`src/rtl/saida_display_pkg.sv`:
```
// Shared definitions for the BCD display output path: FSM states and sizing helpers.
// Latency: none (types and constant functions only).
// Backpressure: not applicable.
package saida_display_pkg;

  typedef enum logic [1:0] {
    OCIOSO   = 2'd0,
    CONVERTE = 2'd1,
    CONCLUI  = 2'd2
  } estado_t;

  // Decimal digits needed for any DATA_WIDTH-bit unsigned value: ceil(w*log10(2)).
  // log10(2) ~= 0.30103, kept in fixed point so this stays a constant function.
  function automatic int calc_int_digits(input int largura);
    return (largura * 30103 + 99999) / 100000;
  endfunction

  // The counter must reach DATA_WIDTH without wrapping.
  function automatic int calc_largura_contador(input int largura);
    return $clog2(largura + 1);
  endfunction

endpackage

```
`src/rtl/passo_double_dabble.sv`:
```
// One double-dabble iteration: +3 on every BCD nibble >= 5, then shift {acc, desl} left by one.
// Latency: combinational.
// Backpressure: none; the caller decides when to register the result.
module passo_double_dabble #(
  parameter int INT_DIGITS = 10,
  parameter int DATA_WIDTH = 32
) (
  input  logic [4*INT_DIGITS-1:0] acc,
  input  logic [DATA_WIDTH-1:0]   desl,
  output logic [4*INT_DIGITS-1:0] acc_prox,
  output logic [DATA_WIDTH-1:0]   desl_prox
);

  logic [4*INT_DIGITS-1:0] ajustado;

  // Correct every nibble before the shift so each one stays a valid BCD digit after doubling
  always_comb begin
    ajustado = acc;
    for (int i = 0; i < INT_DIGITS; i++) begin
      if (acc[4*i +: 4] >= 4'd5) begin
        ajustado[4*i +: 4] = acc[4*i +: 4] + 4'd3;
      end
    end
    {acc_prox, desl_prox} = {ajustado, desl} << 1;
  end

endmodule

```
`src/rtl/saida_display_bcd.sv`:
```
// Converts the OUT operand into DIGITS BCD digits (sign + magnitude, overflow flag) by double-dabble.
// Latency: strobe edge k -> pronto during the cycle after edge k+DATA_WIDTH; one result per DATA_WIDTH+1 cycles.
// Backpressure: none; a strobe while converting is held in a one-entry pending buffer (last strobe wins).
module saida_display_bcd
  import saida_display_pkg::*;
#(
  parameter int DATA_WIDTH = 32,
  parameter int DIGITS     = 4,
  parameter int SIGNED     = 1
) (
  input  logic                  clock,
  input  logic                  reset,
  input  logic                  sinal_out,
  input  logic [DATA_WIDTH-1:0] entrada_modulo,
  output logic                  ocupado,
  output logic                  pronto,
  output logic [4*DIGITS-1:0]   digitos,
  output logic                  negativo,
  output logic                  estouro
);

  localparam int INT_DIGITS = calc_int_digits(DATA_WIDTH);
  localparam int ACC_W      = 4 * INT_DIGITS;
  localparam int OUT_W      = 4 * DIGITS;
  localparam int EXT_W      = (ACC_W > OUT_W) ? ACC_W : OUT_W;
  localparam int CNT_W      = calc_largura_contador(DATA_WIDTH);
  localparam logic [CNT_W-1:0] ULTIMO = CNT_W'(DATA_WIDTH - 1);

  estado_t               estado;
  logic [CNT_W-1:0]      contador;
  logic [ACC_W-1:0]      acumulador;
  logic [DATA_WIDTH-1:0] deslocador;
  logic                  sinal_conv;
  logic [DATA_WIDTH-1:0] pendente;
  logic                  pendente_vld;

  logic [ACC_W-1:0]      acc_prox;
  logic [DATA_WIDTH-1:0] desl_prox;
  logic [EXT_W-1:0]      acc_ext;
  logic [EXT_W-1:0]      acc_alto;
  logic                  inicia;
  logic [DATA_WIDTH-1:0] operando;
  logic                  operando_neg;
  logic [DATA_WIDTH-1:0] operando_mag;

  passo_double_dabble #(
    .INT_DIGITS (INT_DIGITS),
    .DATA_WIDTH (DATA_WIDTH)
  ) u_passo (
    .acc       (acumulador),
    .desl      (deslocador),
    .acc_prox  (acc_prox),
    .desl_prox (desl_prox)
  );

  // Pick the next operand (a fresh strobe beats the pending entry) and derive sign and magnitude
  always_comb begin
    inicia       = 1'b0;
    operando     = entrada_modulo;
    operando_neg = 1'b0;
    operando_mag = '0;
    if (estado == OCIOSO && sinal_out) begin
      inicia = 1'b1;
    end else if (estado == CONCLUI && (sinal_out || pendente_vld)) begin
      inicia = 1'b1;
      if (!sinal_out) begin
        operando = pendente;
      end
    end
    operando_neg = (SIGNED != 0) && operando[DATA_WIDTH-1];
    // Most negative value negates to itself, which read as unsigned is exactly 2^(DATA_WIDTH-1)
    operando_mag = operando_neg ? (~operando + DATA_WIDTH'(1)) : operando;
  end

  // Widen the final accumulator so the digit slice and overflow OR work for any DIGITS
  always_comb begin
    acc_ext  = EXT_W'(acc_prox);
    acc_alto = acc_ext >> OUT_W;
  end

  // FSM, conversion datapath, pending buffer and display registers
  always_ff @(posedge clock or posedge reset) begin
    if (reset) begin
      estado       <= OCIOSO;
      contador     <= '0;
      acumulador   <= '0;
      deslocador   <= '0;
      sinal_conv   <= 1'b0;
      pendente     <= '0;
      pendente_vld <= 1'b0;
      digitos      <= '0;
      negativo     <= 1'b0;
      estouro      <= 1'b0;
      ocupado      <= 1'b0;
      pronto       <= 1'b0;
    end else begin
      pronto <= 1'b0;
      case (estado)
        OCIOSO: begin
          ocupado <= 1'b0;
        end
        CONVERTE: begin
          if (sinal_out) begin
            pendente     <= entrada_modulo;
            pendente_vld <= 1'b1;
          end
          acumulador <= acc_prox;
          deslocador <= desl_prox;
          contador   <= contador + CNT_W'(1);
          // Display updates only with the final shift, never with partial results
          if (contador == ULTIMO) begin
            estado   <= CONCLUI;
            pronto   <= 1'b1;
            digitos  <= acc_ext[OUT_W-1:0];
            negativo <= sinal_conv && (acc_ext != '0);
            estouro  <= |acc_alto;
          end
        end
        CONCLUI: begin
          // Pending entry is either consumed now or superseded by a newer strobe
          estado       <= OCIOSO;
          ocupado      <= 1'b0;
          pendente_vld <= 1'b0;
        end
        default: begin
          estado  <= OCIOSO;
          ocupado <= 1'b0;
        end
      endcase
      if (inicia) begin
        estado     <= CONVERTE;
        ocupado    <= 1'b1;
        contador   <= '0;
        acumulador <= '0;
        deslocador <= operando_mag;
        sinal_conv <= operando_neg;
      end
    end
  end

endmodule

```
`config.mk`:
```
export PLATFORM = sky130hd
export DESIGN_NAME = saida_display_bcd
export DESIGN_NICKNAME = d
export VERILOG_FILES = /design/src/rtl/saida_display_pkg.sv /design/src/rtl/passo_double_dabble.sv /design/src/rtl/saida_display_bcd.sv
export SDC_FILE = /design/constraint.sdc
export NUM_CORES = 1
export LEC_CHECK = 0
export ABC_AREA = 1
export ABC_CLOCK_PERIOD_IN_PS = 9800
export CAP_MARGIN = 10
export CORE_MARGIN = 5
export CORE_UTILIZATION = 40
export CTS_BUF_LIST = sky130_fd_sc_hd__clkbuf_8
export DETAILED_ROUTE_END_ITERATION = 8
export HOLD_SLACK_MARGIN = 0.15
export PLACE_DENSITY = 0.7
export SYNTH_ARGS = -nofsm -noshare
export SYNTH_HDL_FRONTEND = slang
export SYNTH_SLANG_ARGS = --single-unit
```
`constraint.sdc`:
```
create_clock -name clock -period 9.8 [get_ports clock]
set_clock_uncertainty 0.05 [all_clocks]
set_input_delay 2.45 -clock clock [delete_from_list [all_inputs] [get_ports clock]]
set_output_delay 2.45 -clock clock [all_outputs]
set_load 0.01 [all_outputs]
```
==> results.py <==
metrics = {
    "clock_tree": {
        "cts_buffer_depth": 2,
        "cts_num_sinks": 134,
        "cts_tree": "built",
        "cts_root_buffer": "clkbuf_8",
        "holdBufCountCts": 0,
        "clkSlewWorstSetupHoldPaths_ns": 0.08,
        "cts_resized": 0,
        "clock_latency_ns": 0.47,
        "post_cts_buffers": 0,
        "cts.htree.levels": 4,
        "cts_made_buffers": 17,
    },
    "global_routing": {
        "grt_max_degree": 82,
        "grt_pass1_vias": 6927,
        "grt_use_total_pct": 16.30,
        "grt_remaining_overflow": 0,
        "antenna_found_initial": 0,
        "grt_pass1_wl_um": 32490,
    },
    "drt": {
        "wire_per_inst_um": 12.73,
        "ant_nets": 0,
        "routed_wl_um": 18710,
        "viasPerCell": 4.931,
        "via_count": 7249,
        "drtIter0Drc": 469,
        "drc": 0,
        "firstDrtPassIters": 5,
    },
    "floorplan": {
        "rows": 52,
        "die_w_um": 153.6,
        "ios": 55,
        "coreArea_um2": 20230,
        "die-area_um2": 23580,
        "fp.dieH_um": 153.6,
        "start_util_pct": 40.74,
    },
    "worst_setup_path": {
        "worstPathArrival_ns": 5.55,
        "crit_type": "input pin to flop",
        "critPathSlowestCell": "inv_2",
        "critPathMaxStageDelay_ns": 0.77,
        "path_cells": "buf_2 -> buf_4 -> nor2_4 -> nor2_8 -> a31oi_2 -> inv_2 -> nor2_8 -> inv_2 -> o22ai_1 -> a31o_2",
        "critPathMaxFanout": 60,
        "endpoint_kind": "flop",
        "cp.required_ns": 10.10,
        "cp-start-kind": "input pin",
    },
    "worst_hold_path": {
        "min_path_type": "flop to flop",
    },
    "logic_synthesis": {
        "synth_top_family_by_area": "simple AND/OR/NAND/NOR gates",
        "ys_seq_area_share_pct": 40.68,
        "synth-async-reset-ratio_pct": 100.0,
        "synth_ff_type": "dfrtp_1",
        "synth.avg_cell_area_um2": 7.118,
        "yosys_warnings": 0,
        "yosysUniqueCellTypes": 40,
        "synth_compound_area_share_pct": 15.32,
        "synth_fa_ha_area_share_pct": 3.339,
        "synth_xor_area_share_pct": 1.913,
        "syn_nets": 1215,
        "synth_simple_gate_area_share_pct": 27.44,
        "synth_seq_cells": 134,
        "syn_area_um2": 8243,
        "muxShareOfSynthArea_pct": 0,
        "synth_cells": 1158,
        "synth_edf_count": 0,
    },
    "place": {
        "hpwl_um": 13130,
        "placed_area_um2": 8874,
        "io_buffers": 54,
        "routabilityCongestion": 0.9253,
    },
    "timing": {
        "setup_viol": 0,
        "relSlewSlack_pct": 29.64,
        "fin_crit_sh_pct": 53.67,
        "fin_crit_ns": 5.259,
        "setup-tns-final_ns": 0,
        "clock.fmax_ghz": 0.1901,
        "finalHoldViolations": 0,
        "tightestPinTransition_ns": 1.055,
        "finalMaxSlewViolations": 0,
        "grt_setup_unrepaired": "false",
    },
    "flow_run": {
        "max_cap_violations": 0,
    },
    "power": {
        "finalPower_uw": 2633,
        "leakage_uw": 0.004613,
        "power_density_nw_per_um2": 283.8,
        "vdd_ir_drop_max_v": 0.0001196,
    },
    "layout": {
        "fillCellCount": 2018,
        "layout.nets": 1244,
        "antennaDiodeCount": 0,
        "drive_gt1_share_pct": 6.500,
        "areaGrowthSynthToFinish_pct": 12.52,
        "post-route-cell-area_um2": 9275,
    },
    "run_status": {
        "status": "complete, no violations",
    },
}
-- power breakdown --
group | internal, uW | total [uW] | switching, uW
clock network | 219 | 474 | 254
logic | 459 | 1190 | 734
registers | 822 | 967 | 144
-- state kept, by name (all words and copies together), names as in the netlist --
signal / flops
acumulador: 40
deslocador: 32
pendente: 32
digitos: 16
contador: 6
estado: 2
estouro: 1
negativo: 1
ocupado: 1
pendente_vld: 1
pronto: 1
sinal_conv: 1
-- per-stage QoR --
step	std cells	utilization [%]	setup slack [ns]	hold slack [ns]
global route	1470	45.84	4.202	0.4563
CTS	1470	45.84	4.527	0.4391
detailed placement	1438	43.85	4.035	0.4158
global placement	1438	43.85	4.089	0.4122
floorplan	1158	-	3.717	0.3978
finish	1470	45.84	4.541	0.4361
-- Yosys cell counts, types with 2 or more instances --
master,number,area share (%)
o21ai_2,3,0.32
dfrtp_1,134,41
ha_1,22,3.3
o21bai_1,6,0.55
nand2_1,376,17
buf_6,11,1.5
o22ai_1,37,2.8
nand2_4,2,0.27
nor2_4,2,0.27
or2_2,5,0.38
nand3_1,70,4.3
xor2_1,18,1.9
nor2_1,51,2.3
o21ai_1,18,1.1
o221ai_1,2,0.21
buf_2,12,0.73
a22oi_1,2,0.18
o211ai_1,6,0.55
nor2_8,2,0.49
nor3_1,5,0.30
nand2_2,9,0.68
o21ai_0,127,7.7
inv_2,6,0.27
a21oi_1,17,1.0
o21a_1,2,0.18
clkbuf_1,23,1.0
buf_4,2,0.18
nand4_1,9,0.68
inv_1,164,7.5
nor2_2,5,0.38
-- cells in the final DEF, fill, tap and decap left out, types with 17 or more instances in the layout --
master,instances
nand2_1,376
inv_1,163
dfrtp_1,134
o21ai_0,127
nand3_1,70
clkdlybuf4s50_1,53
nor2_1,50
o22ai_1,37
ha_1,22
o21ai_1,18
xor2_1,18
clkbuf_8,18
a21oi_1,17
-- path summary, 6_finish.rpt --
check	slack [ns]	cells after the start	end	startpoint
max	4.54	10	deslocador[14]$_DFFE_PP0P_	sinal_out
min	0.44	1	contador[3]$_DFFE_PP0P_	contador[3]$_DFFE_PP0P_
max reg2reg	6.58	9	deslocador[14]$_DFFE_PP0P_	estado[0]$_DFFE_PP0P_
min reg2reg	0.44	1	contador[3]$_DFFE_PP0P_	contador[3]$_DFFE_PP0P_
max in group asynchronous	5.89	3	pendente[14]$_DFFE_PP0P_	reset
min in group asynchronous	2.35	2	digitos[2]$_DFFE_PP0P_	reset
-- layer usage --
layer  wire length (um)  up-vias  global-route usage, %
met5                  0        -                      0
met4                348        0                  4.710
met3                682       32                  3.260
met2               8846      127                  26.93
met1               8834     3336                  21.84
li1                   -     3754                      -
-- critical path: cells and delay by family --
family | cells | cell delay [ns]
compound gates | 3 | 0.58
simple gates | 3 | 0.65
buf+inv | 4 | 1.86
-- cells by family (layout without fill, tap and decap cells) --
| family | after synthesis | in the layout |
|---|---|---|
| buf+inv | 219 | 261 |
| simple gates | 539 | 539 |
| fa+ha+maj | 22 | 22 |
| xor+xnor | 18 | 18 |
| compound gates | 226 | 226 |
| flops | 134 | 134 |
-- layout make-up --
| class | count | area (um2) | share of cell area [%] |
|---|---|---|---|
| Sequential cell | 134 | 3353 | 36.15 |
| Tap cell | 270 | 337.8 | 3.642 |
| Inverter | 171 | 651.9 | 7.028 |
| Timing Repair Buffer | 58 | 565.5 | 6.097 |
| Clock buffer | 18 | 247.7 | 2.671 |
| Clock inverter | 14 | 153.9 | 1.659 |
| Multi-Input combinational cell | 805 | 3965 | 42.75 |
Note: power is estimated with default switching activity, not from simulation.
